File: src/rtl/alu_op_sequencer_pkg.sv
// Shared definitions for the ALU operation sequencer and the ALU: opcodes,
// instruction field positions, sequencer states and immediate sign extension.
package alu_op_sequencer_pkg;

    localparam int DATA_W = 32;
    localparam int WIDE_W = 2 * DATA_W;
    localparam int IMM_W  = 19;

    localparam int OPC_MSB = 31;
    localparam int OPC_LSB = 27;
    localparam int RA_MSB  = 26;
    localparam int RA_LSB  = 23;
    localparam int RB_MSB  = 22;
    localparam int RB_LSB  = 19;
    localparam int RC_MSB  = 18;
    localparam int RC_LSB  = 15;
    localparam int IMM_MSB = 18;
    localparam int IMM_LSB = 0;

    localparam logic [4:0] OP_ADD  = 5'b00011;
    localparam logic [4:0] OP_SUB  = 5'b00100;
    localparam logic [4:0] OP_AND  = 5'b00101;
    localparam logic [4:0] OP_OR   = 5'b00110;
    localparam logic [4:0] OP_ROR  = 5'b00111;
    localparam logic [4:0] OP_ROL  = 5'b01000;
    localparam logic [4:0] OP_SHR  = 5'b01001;
    localparam logic [4:0] OP_SHRA = 5'b01010;
    localparam logic [4:0] OP_SHL  = 5'b01011;
    localparam logic [4:0] OP_ADDI = 5'b01100;
    localparam logic [4:0] OP_ANDI = 5'b01101;
    localparam logic [4:0] OP_ORI  = 5'b01110;
    localparam logic [4:0] OP_DIV  = 5'b01111;
    localparam logic [4:0] OP_MUL  = 5'b10000;
    localparam logic [4:0] OP_NEG  = 5'b10001;
    localparam logic [4:0] OP_NOT  = 5'b10010;

    typedef enum logic [2:0] {
        S_IDLE,
        S_LOAD_Y,
        S_EXEC,
        S_WB_LO,
        S_WB_HI,
        S_DONE
    } state_e;

    function automatic logic signed [DATA_W-1:0] sext_imm(input logic signed [IMM_W-1:0] imm);
        return DATA_W'(imm);
    endfunction

endpackage

File: src/rtl/alu_op_sequencer_if.sv
// Bus between the sequencer and its register file / ALU environment.
interface alu_op_sequencer_if;
    import alu_op_sequencer_pkg::*;

    logic              start;
    logic [DATA_W-1:0] ir;
    logic [DATA_W-1:0] rf_rd_data;
    logic [WIDE_W-1:0] z_in;
    logic [3:0]        rf_rd_sel;
    logic              y_load;
    logic [DATA_W-1:0] alu_b;
    logic [4:0]        alu_opcode;
    logic              rf_wr_en;
    logic [3:0]        rf_wr_sel;
    logic [DATA_W-1:0] wb_data;
    logic              lo_wr;
    logic              hi_wr;
    logic              busy;
    logic              done;
    logic              illegal;

    modport master (
        output start, ir, rf_rd_data, z_in,
        input  rf_rd_sel, y_load, alu_b, alu_opcode, rf_wr_en, rf_wr_sel,
               wb_data, lo_wr, hi_wr, busy, done, illegal
    );

    modport slave (
        input  start, ir, rf_rd_data, z_in,
        output rf_rd_sel, y_load, alu_b, alu_opcode, rf_wr_en, rf_wr_sel,
               wb_data, lo_wr, hi_wr, busy, done, illegal
    );

endinterface

File: src/rtl/alu_op_sequencer_decode.sv
// Opcode classifier for the sequencer. Immediate ops are legal only when
// ALU_SEQ_IMM_EN is defined.
module alu_op_decode
    import alu_op_sequencer_pkg::*;
(
    input  logic [4:0] opcode,
    output logic       legal,
    output logic       is_imm,
    output logic       is_unary,
    output logic       is_wide
);

    always_comb begin
        legal    = 1'b0;
        is_imm   = 1'b0;
        is_unary = 1'b0;
        is_wide  = 1'b0;
        case (opcode)
            OP_ADD, OP_SUB, OP_AND, OP_OR, OP_ROR,
            OP_ROL, OP_SHR, OP_SHRA, OP_SHL: legal = 1'b1;
            OP_ADDI, OP_ANDI, OP_ORI: begin
`ifdef ALU_SEQ_IMM_EN
                legal  = 1'b1;
                is_imm = 1'b1;
`endif
            end
            OP_DIV, OP_MUL: begin
                legal   = 1'b1;
                is_wide = 1'b1;
            end
            OP_NEG, OP_NOT: begin
                legal    = 1'b1;
                is_unary = 1'b1;
            end
            default: ;
        endcase
    end

endmodule

File: src/rtl/alu_op_sequencer.sv
// Multi-cycle ALU operation sequencer: LOAD_Y -> EXEC -> writeback -> DONE.
// ALU_SEQ_IMM_EN enables the addi/andi/ori immediate B-operand path.
module alu_op_sequencer
    import alu_op_sequencer_pkg::*;
(
    input logic               clock,
    input logic               clear,
    alu_op_sequencer_if.slave bus
);

    state_e            state;
    logic [DATA_W-1:0] ir_q;
    logic [WIDE_W-1:0] z_q;
    logic              is_imm_q;
    logic              is_unary_q;
    logic              is_wide_q;
    logic [3:0]        rd_sel_q;
    logic [3:0]        wr_sel_q;
    logic [DATA_W-1:0] wb_data_q;
    logic              y_load_q;
    logic              wr_en_q;
    logic              lo_wr_q;
    logic              hi_wr_q;
    logic              busy_q;
    logic              done_q;
    logic              illegal_q;
    logic [DATA_W-1:0] alu_b_c;

    logic dec_legal, dec_imm, dec_unary, dec_wide;

    alu_op_decode u_decode (
        .opcode   (bus.ir[OPC_MSB:OPC_LSB]),
        .legal    (dec_legal),
        .is_imm   (dec_imm),
        .is_unary (dec_unary),
        .is_wide  (dec_wide)
    );

    always_ff @(posedge clock or posedge clear) begin
        if (clear) begin
            state      <= S_IDLE;
            ir_q       <= '0;
            z_q        <= '0;
            is_imm_q   <= 1'b0;
            is_unary_q <= 1'b0;
            is_wide_q  <= 1'b0;
            rd_sel_q   <= '0;
            wr_sel_q   <= '0;
            wb_data_q  <= '0;
            y_load_q   <= 1'b0;
            wr_en_q    <= 1'b0;
            lo_wr_q    <= 1'b0;
            hi_wr_q    <= 1'b0;
            busy_q     <= 1'b0;
            done_q     <= 1'b0;
            illegal_q  <= 1'b0;
        end else begin
            // Strobes and pulses default low; each state raises only its own.
            y_load_q  <= 1'b0;
            wr_en_q   <= 1'b0;
            lo_wr_q   <= 1'b0;
            hi_wr_q   <= 1'b0;
            done_q    <= 1'b0;
            illegal_q <= 1'b0;
            case (state)
                S_IDLE: begin
                    if (bus.start) begin
                        ir_q   <= bus.ir;
                        busy_q <= 1'b1;
                        if (dec_legal) begin
                            state      <= S_LOAD_Y;
                            y_load_q   <= 1'b1;
                            rd_sel_q   <= dec_wide ? bus.ir[RA_MSB:RA_LSB] : bus.ir[RB_MSB:RB_LSB];
                            is_imm_q   <= dec_imm;
                            is_unary_q <= dec_unary;
                            is_wide_q  <= dec_wide;
                        end else begin
                            state     <= S_DONE;
                            done_q    <= 1'b1;
                            illegal_q <= 1'b1;
                        end
                    end
                end
                S_LOAD_Y: begin
                    state    <= S_EXEC;
                    rd_sel_q <= (is_wide_q || is_unary_q) ? ir_q[RB_MSB:RB_LSB] : ir_q[RC_MSB:RC_LSB];
                end
                S_EXEC: begin
                    state     <= S_WB_LO;
                    z_q       <= bus.z_in;
                    wb_data_q <= bus.z_in[DATA_W-1:0];
                    if (is_wide_q) begin
                        lo_wr_q <= 1'b1;
                    end else begin
                        wr_en_q  <= 1'b1;
                        wr_sel_q <= ir_q[RA_MSB:RA_LSB];
                    end
                end
                S_WB_LO: begin
                    if (is_wide_q) begin
                        state     <= S_WB_HI;
                        wb_data_q <= z_q[WIDE_W-1:DATA_W];
                        hi_wr_q   <= 1'b1;
                    end else begin
                        state  <= S_DONE;
                        done_q <= 1'b1;
                    end
                end
                S_WB_HI: begin
                    state  <= S_DONE;
                    done_q <= 1'b1;
                end
                S_DONE: begin
                    state  <= S_IDLE;
                    busy_q <= 1'b0;
                end
                default: state <= S_IDLE;
            endcase
        end
    end

    // B operand follows the live register-file read during EXEC.
    always_comb begin
        alu_b_c = '0;
        if (state == S_EXEC) begin
`ifdef ALU_SEQ_IMM_EN
            alu_b_c = is_imm_q ? sext_imm(ir_q[IMM_MSB:IMM_LSB]) : bus.rf_rd_data;
`else
            alu_b_c = bus.rf_rd_data;
`endif
        end
    end

`ifndef ALU_SEQ_IMM_EN
    logic unused_imm_fields;
    assign unused_imm_fields = ^{ir_q[RC_LSB-1:IMM_LSB], is_imm_q};
`endif

    assign bus.rf_rd_sel  = rd_sel_q;
    assign bus.y_load     = y_load_q;
    assign bus.alu_b      = alu_b_c;
    assign bus.alu_opcode = ir_q[OPC_MSB:OPC_LSB];
    assign bus.rf_wr_en   = wr_en_q;
    assign bus.rf_wr_sel  = wr_sel_q;
    assign bus.wb_data    = wb_data_q;
    assign bus.lo_wr      = lo_wr_q;
    assign bus.hi_wr      = hi_wr_q;
    assign bus.busy       = busy_q;
    assign bus.done       = done_q;
    assign bus.illegal    = illegal_q;

endmodule
File: src/flat_wrapper.sv
// flat-port wrapper written by rule: the top's interface ports become plain ports
module alu_op_sequencer_flat import alu_op_sequencer_pkg::*;
  (clock, clear, bus_start, bus_ir, bus_rf_rd_data, bus_z_in, bus_rf_rd_sel, bus_y_load, bus_alu_b, bus_alu_opcode, bus_rf_wr_en, bus_rf_wr_sel, bus_wb_data, bus_lo_wr, bus_hi_wr, bus_busy, bus_done, bus_illegal);
  alu_op_sequencer_if bus_i ();
  input logic clock;
  input logic clear;
  input wire logic [$bits(bus_i.start)-1:0] bus_start;
  input wire logic [$bits(bus_i.ir)-1:0] bus_ir;
  input wire logic [$bits(bus_i.rf_rd_data)-1:0] bus_rf_rd_data;
  input wire logic [$bits(bus_i.z_in)-1:0] bus_z_in;
  output wire logic [$bits(bus_i.rf_rd_sel)-1:0] bus_rf_rd_sel;
  output wire logic [$bits(bus_i.y_load)-1:0] bus_y_load;
  output wire logic [$bits(bus_i.alu_b)-1:0] bus_alu_b;
  output wire logic [$bits(bus_i.alu_opcode)-1:0] bus_alu_opcode;
  output wire logic [$bits(bus_i.rf_wr_en)-1:0] bus_rf_wr_en;
  output wire logic [$bits(bus_i.rf_wr_sel)-1:0] bus_rf_wr_sel;
  output wire logic [$bits(bus_i.wb_data)-1:0] bus_wb_data;
  output wire logic [$bits(bus_i.lo_wr)-1:0] bus_lo_wr;
  output wire logic [$bits(bus_i.hi_wr)-1:0] bus_hi_wr;
  output wire logic [$bits(bus_i.busy)-1:0] bus_busy;
  output wire logic [$bits(bus_i.done)-1:0] bus_done;
  output wire logic [$bits(bus_i.illegal)-1:0] bus_illegal;
  assign bus_i.start = bus_start;
  assign bus_i.ir = bus_ir;
  assign bus_i.rf_rd_data = bus_rf_rd_data;
  assign bus_i.z_in = bus_z_in;
  assign bus_rf_rd_sel = bus_i.rf_rd_sel;
  assign bus_y_load = bus_i.y_load;
  assign bus_alu_b = bus_i.alu_b;
  assign bus_alu_opcode = bus_i.alu_opcode;
  assign bus_rf_wr_en = bus_i.rf_wr_en;
  assign bus_rf_wr_sel = bus_i.rf_wr_sel;
  assign bus_wb_data = bus_i.wb_data;
  assign bus_lo_wr = bus_i.lo_wr;
  assign bus_hi_wr = bus_i.hi_wr;
  assign bus_busy = bus_i.busy;
  assign bus_done = bus_i.done;
  assign bus_illegal = bus_i.illegal;
  alu_op_sequencer u_core (.clock(clock), .clear(clear), .bus(bus_i));
endmodule
File: config.mk
export PLATFORM = sky130hd
export DESIGN_NAME = alu_op_sequencer_flat
export DESIGN_NICKNAME = d
export VERILOG_FILES = /design/src/rtl/alu_op_sequencer_pkg.sv /design/src/rtl/alu_op_sequencer_if.sv /design/src/rtl/alu_op_sequencer_decode.sv /design/src/rtl/alu_op_sequencer.sv /design/src/flat_wrapper.sv
export SDC_FILE = /design/constraint.sdc
export NUM_CORES = 1
export LEC_CHECK = 0
export ABC_AREA = 1
export CORE_MARGIN = 8
export CORE_UTILIZATION = 41
export CTS_CLUSTER_DIAMETER = 100
export DETAILED_ROUTE_END_ITERATION = 7
export PLACE_DENSITY = 0.78
export RECOVER_POWER = 50
export SYNTH_ARGS = -nofsm -noshare
export SYNTH_HDL_FRONTEND = slang
export SYNTH_SLANG_ARGS = --single-unit
File: constraint.sdc
create_clock -name clock -period 4.65 [get_ports clock]
set_input_delay 0.93 -clock clock [delete_from_list [all_inputs] [get_ports clock]]
set_output_delay 0.93 -clock clock [all_outputs]
set_load 0.01 [all_outputs]
==> results.sh <==
export IMPL_start_kind="flip-flop"
export IMPL_grt_pass1_vias=4418
export IMPL_worst_slew_pin_slew_ns=1.72
export IMPL_fp_dieW_um=122
export IMPL_gp_congestion=0.840
export IMPL_endpoint_kind="output port"
export IMPL_hold_violations=0
export IMPL_cts_tree="yes"
export IMPL_syn_nets=722
export IMPL_synth_main_ff_cell="dfrtp_1"
export IMPL_clock_fmax_mhz=272
export IMPL_port_buffers=199
export IMPL_synth_edff_count=0
export IMPL_yosysWarnings=0
export IMPL_clockBufferDepth=2
export IMPL_yosysTopAreaCellShare=0.550
export IMPL_core_sq_um=10900
export IMPL_powerDensity_nw_per_um2=556
export IMPL_period_needed_ns=3.67
export IMPL_wl_per_cell_um=14.6
export IMPL_synthTopCellsByCount="234 x nand2_1, 101 x dfrtp_1, 83 x nor2_1"
export IMPL_viasPerCell=4.75
export IMPL_fin_crit_sh=0.789
export IMPL_slew_headroom=-0.146
export IMPL_vias=4359
export IMPL_grt_pass1_wl_um=21400
export IMPL_synthCells=591
export IMPL_cts_resized=0
export IMPL_tns_ns=0
export IMPL_drtAntennaViolNets=0
export IMPL_num_antenna_cells=0
export IMPL_worst_path_max_fanout=41
export IMPL_p_leak_nw=3.30
export IMPL_finalPower_w=0.00376
export IMPL_slew_violations=87
export IMPL_first_iter_violations=224
export IMPL_synth_largest_area_cell="dfrtp_1"
export IMPL_layout_setup_ws_ns=0.980
export IMPL_detail_route_first_pass_iterations=4
export IMPL_die_h_um=122
export IMPL_critPathRequiredTime_ns=3.72
export IMPL_rows=38
export IMPL_cap_viol_max_count=1
export IMPL_hpwlAfterDp_um=10300
export IMPL_numCtsBuffers=9
export IMPL_synth_area_leaders="dfrtp_1 55%, nand2_1 19%, nor2_1 6.8%"
export IMPL_syn_area_sq_um=4590
export IMPL_grt_setup_unrepaired="no"
export IMPL_hold_depth=2
export IMPL_drive_above_1_share=0.0270
export IMPL_path_class="flip-flop to output port"
export IMPL_grt_usage=0.180
export IMPL_rr_worst_depth=6
export IMPL_skew_ns=0.00912
export IMPL_setup_viol=0
export IMPL_grt_max_degree=87
export IMPL_antenna_found_initial=0
export IMPL_die_area_sq_um=14800
export IMPL_arrival_ns=2.74
export IMPL_ios=215
export IMPL_min_path_type="flip-flop to flip-flop"
export IMPL_cts_hold_buf=0
export IMPL_cts_setup_buffers=0
export IMPL_ir_drop_mv=0.237
export IMPL_remaining_drc_errors=0
export IMPL_ys_ff_latch=101
export IMPL_outcome="finished, violations left"
export IMPL_clock_latency_ns=0.35
export IMPL_cts_clk_slew_worst_paths_ns=0.09
export IMPL_htreeDepth=3
export IMPL_nets=904
export IMPL_ys_types=21
export IMPL_synth_most_common_cell="nand2_1"
export IMPL_yosysSeqAreaShare=0.550
export IMPL_area_growth_pct=47.1
export IMPL_overflow=0
export IMPL_dp_worst_setup_slack_ns=1.55
export IMPL_finalInstanceArea_sq_um=6760
export IMPL_final_core_util=0.621
export IMPL_postSynth_asyncResetShare=1.00
export IMPL_place_area_sq_um=6610
export IMPL_clock_sinks=101
export IMPL_violations="max-capacitance violations, max-slew violations"
export IMPL_initial_core_util=0.422
export IMPL_avgSynthCellArea_sq_um=7.77
export IMPL_wirelength_um=13400
export IMPL_root_buffer="clkbuf_8"
logic make-up (layout without fill, tap and decap cells):
logic type	count (synthesis)	count (layout)	share of synthesized area
AOI/OAI and AO/OA	58	58	0.0749
buffers and inverters	92	278	0.0888
DFF	101	101	0.550
and+or+nand+nor	340	340	0.286
worst max-delay path, cell delays in order (launching register included):
cell	delay [ns]
dfrtp_1	0.43
nor2_2	0.14
nand2_1	0.78
nor2_1	0.42
clkdlybuf4s50_1	0.61
path summary, 6_finish.rpt:
| kind | endpoint | start | slack (ns) |
|---|---|---|---|
| worst max-delay path | bus_alu_b[8] | u_core.state[2]$_DFFE_PP0P_ | 0.98 |
| worst min-delay path | u_core.bus.rf_wr_sel[1]$_DFFE_PP0P_ | u_core.bus.rf_wr_sel[1]$_DFFE_PP0P_ | 0.47 |
| worst max register to register | u_core.z_q[46]$_DFFE_PP0P_ | u_core.state[2]$_DFFE_PP0P_ | 1.64 |
| worst min register to register | u_core.bus.rf_wr_sel[1]$_DFFE_PP0P_ | u_core.bus.rf_wr_sel[1]$_DFFE_PP0P_ | 0.47 |
| max in group asynchronous | u_core.bus.wb_data[6]$_DFFE_PP0P_ | clear | 1.47 |
| min in group asynchronous | u_core.z_q[53]$_DFFE_PP0P_ | clear | 1.57 |
cell usage in the layout, fill, tap and decap left out, types with 2 or more instances in the layout:
master / n
inv_1: 58
nand3_1: 16
inv_2: 3
clkinvlp_4: 2
clkbuf_8: 10
clkdlybuf4s50_1: 161
clkbuf_1: 2
clkinv_2: 2
dfrtp_1: 101
buf_4: 2
nor3_1: 3
dlygate4sd3_1: 38
nand2_1: 235
nor2_1: 84
a21oi_1: 2
a31oi_1: 32
o21ai_1: 7
o21ai_0: 15
layer usage:
metal,part of all wire,vias up,track usage
li1,-,2179,-
met2,0.51,169,0.329
met1,0.38,1998,0.195
met4,0.014,0,0.0601
met3,0.098,13,0.0509
met5,0,-,0
flip-flops by register name (all words and copies together), names as in the netlist:
register and count:
u_core.bus.y_load 1, u_core.bus.rf_wr_sel 4, u_core.is_wide_q 1, u_core.bus.rf_rd_sel 4
u_core.bus.busy 1, u_core.bus.lo_wr 1, u_core.bus.rf_wr_en 1, u_core.bus.illegal 1
u_core.state 3, u_core.is_unary_q 1, u_core.bus.done 1, u_core.bus.wb_data 32
u_core.bus.hi_wr 1, u_core.z_q 32, u_core.ir_q 17
per-stage QoR:
step	cells	hold slack, ns
finish	917	0.471
global route	917	0.497
CTS	917	0.476
detailed placement	902	0.453
global placement	902	0.454
floorplan	591	0.437
final cells by class:
cell class	instances	area (sq um)
Fill cell	983	4130
Clock buffer	11	141
Tap cell	140	175
Timing Repair Buffer	202	2010
Multi-Input combinational cell	398	1650
Clock inverter	4	25.0
Inverter	61	229
Sequential cell	101	2530
where the power goes:
part / internal, W / switching, W
sequential: 0.00129 / 0.000209
clock: 0.000205 / 0.000284
combinational: 0.000802 / 0.000971
total: 0.00230 / 0.00146
No activity file was read; power rests on OpenSTA's default activity.
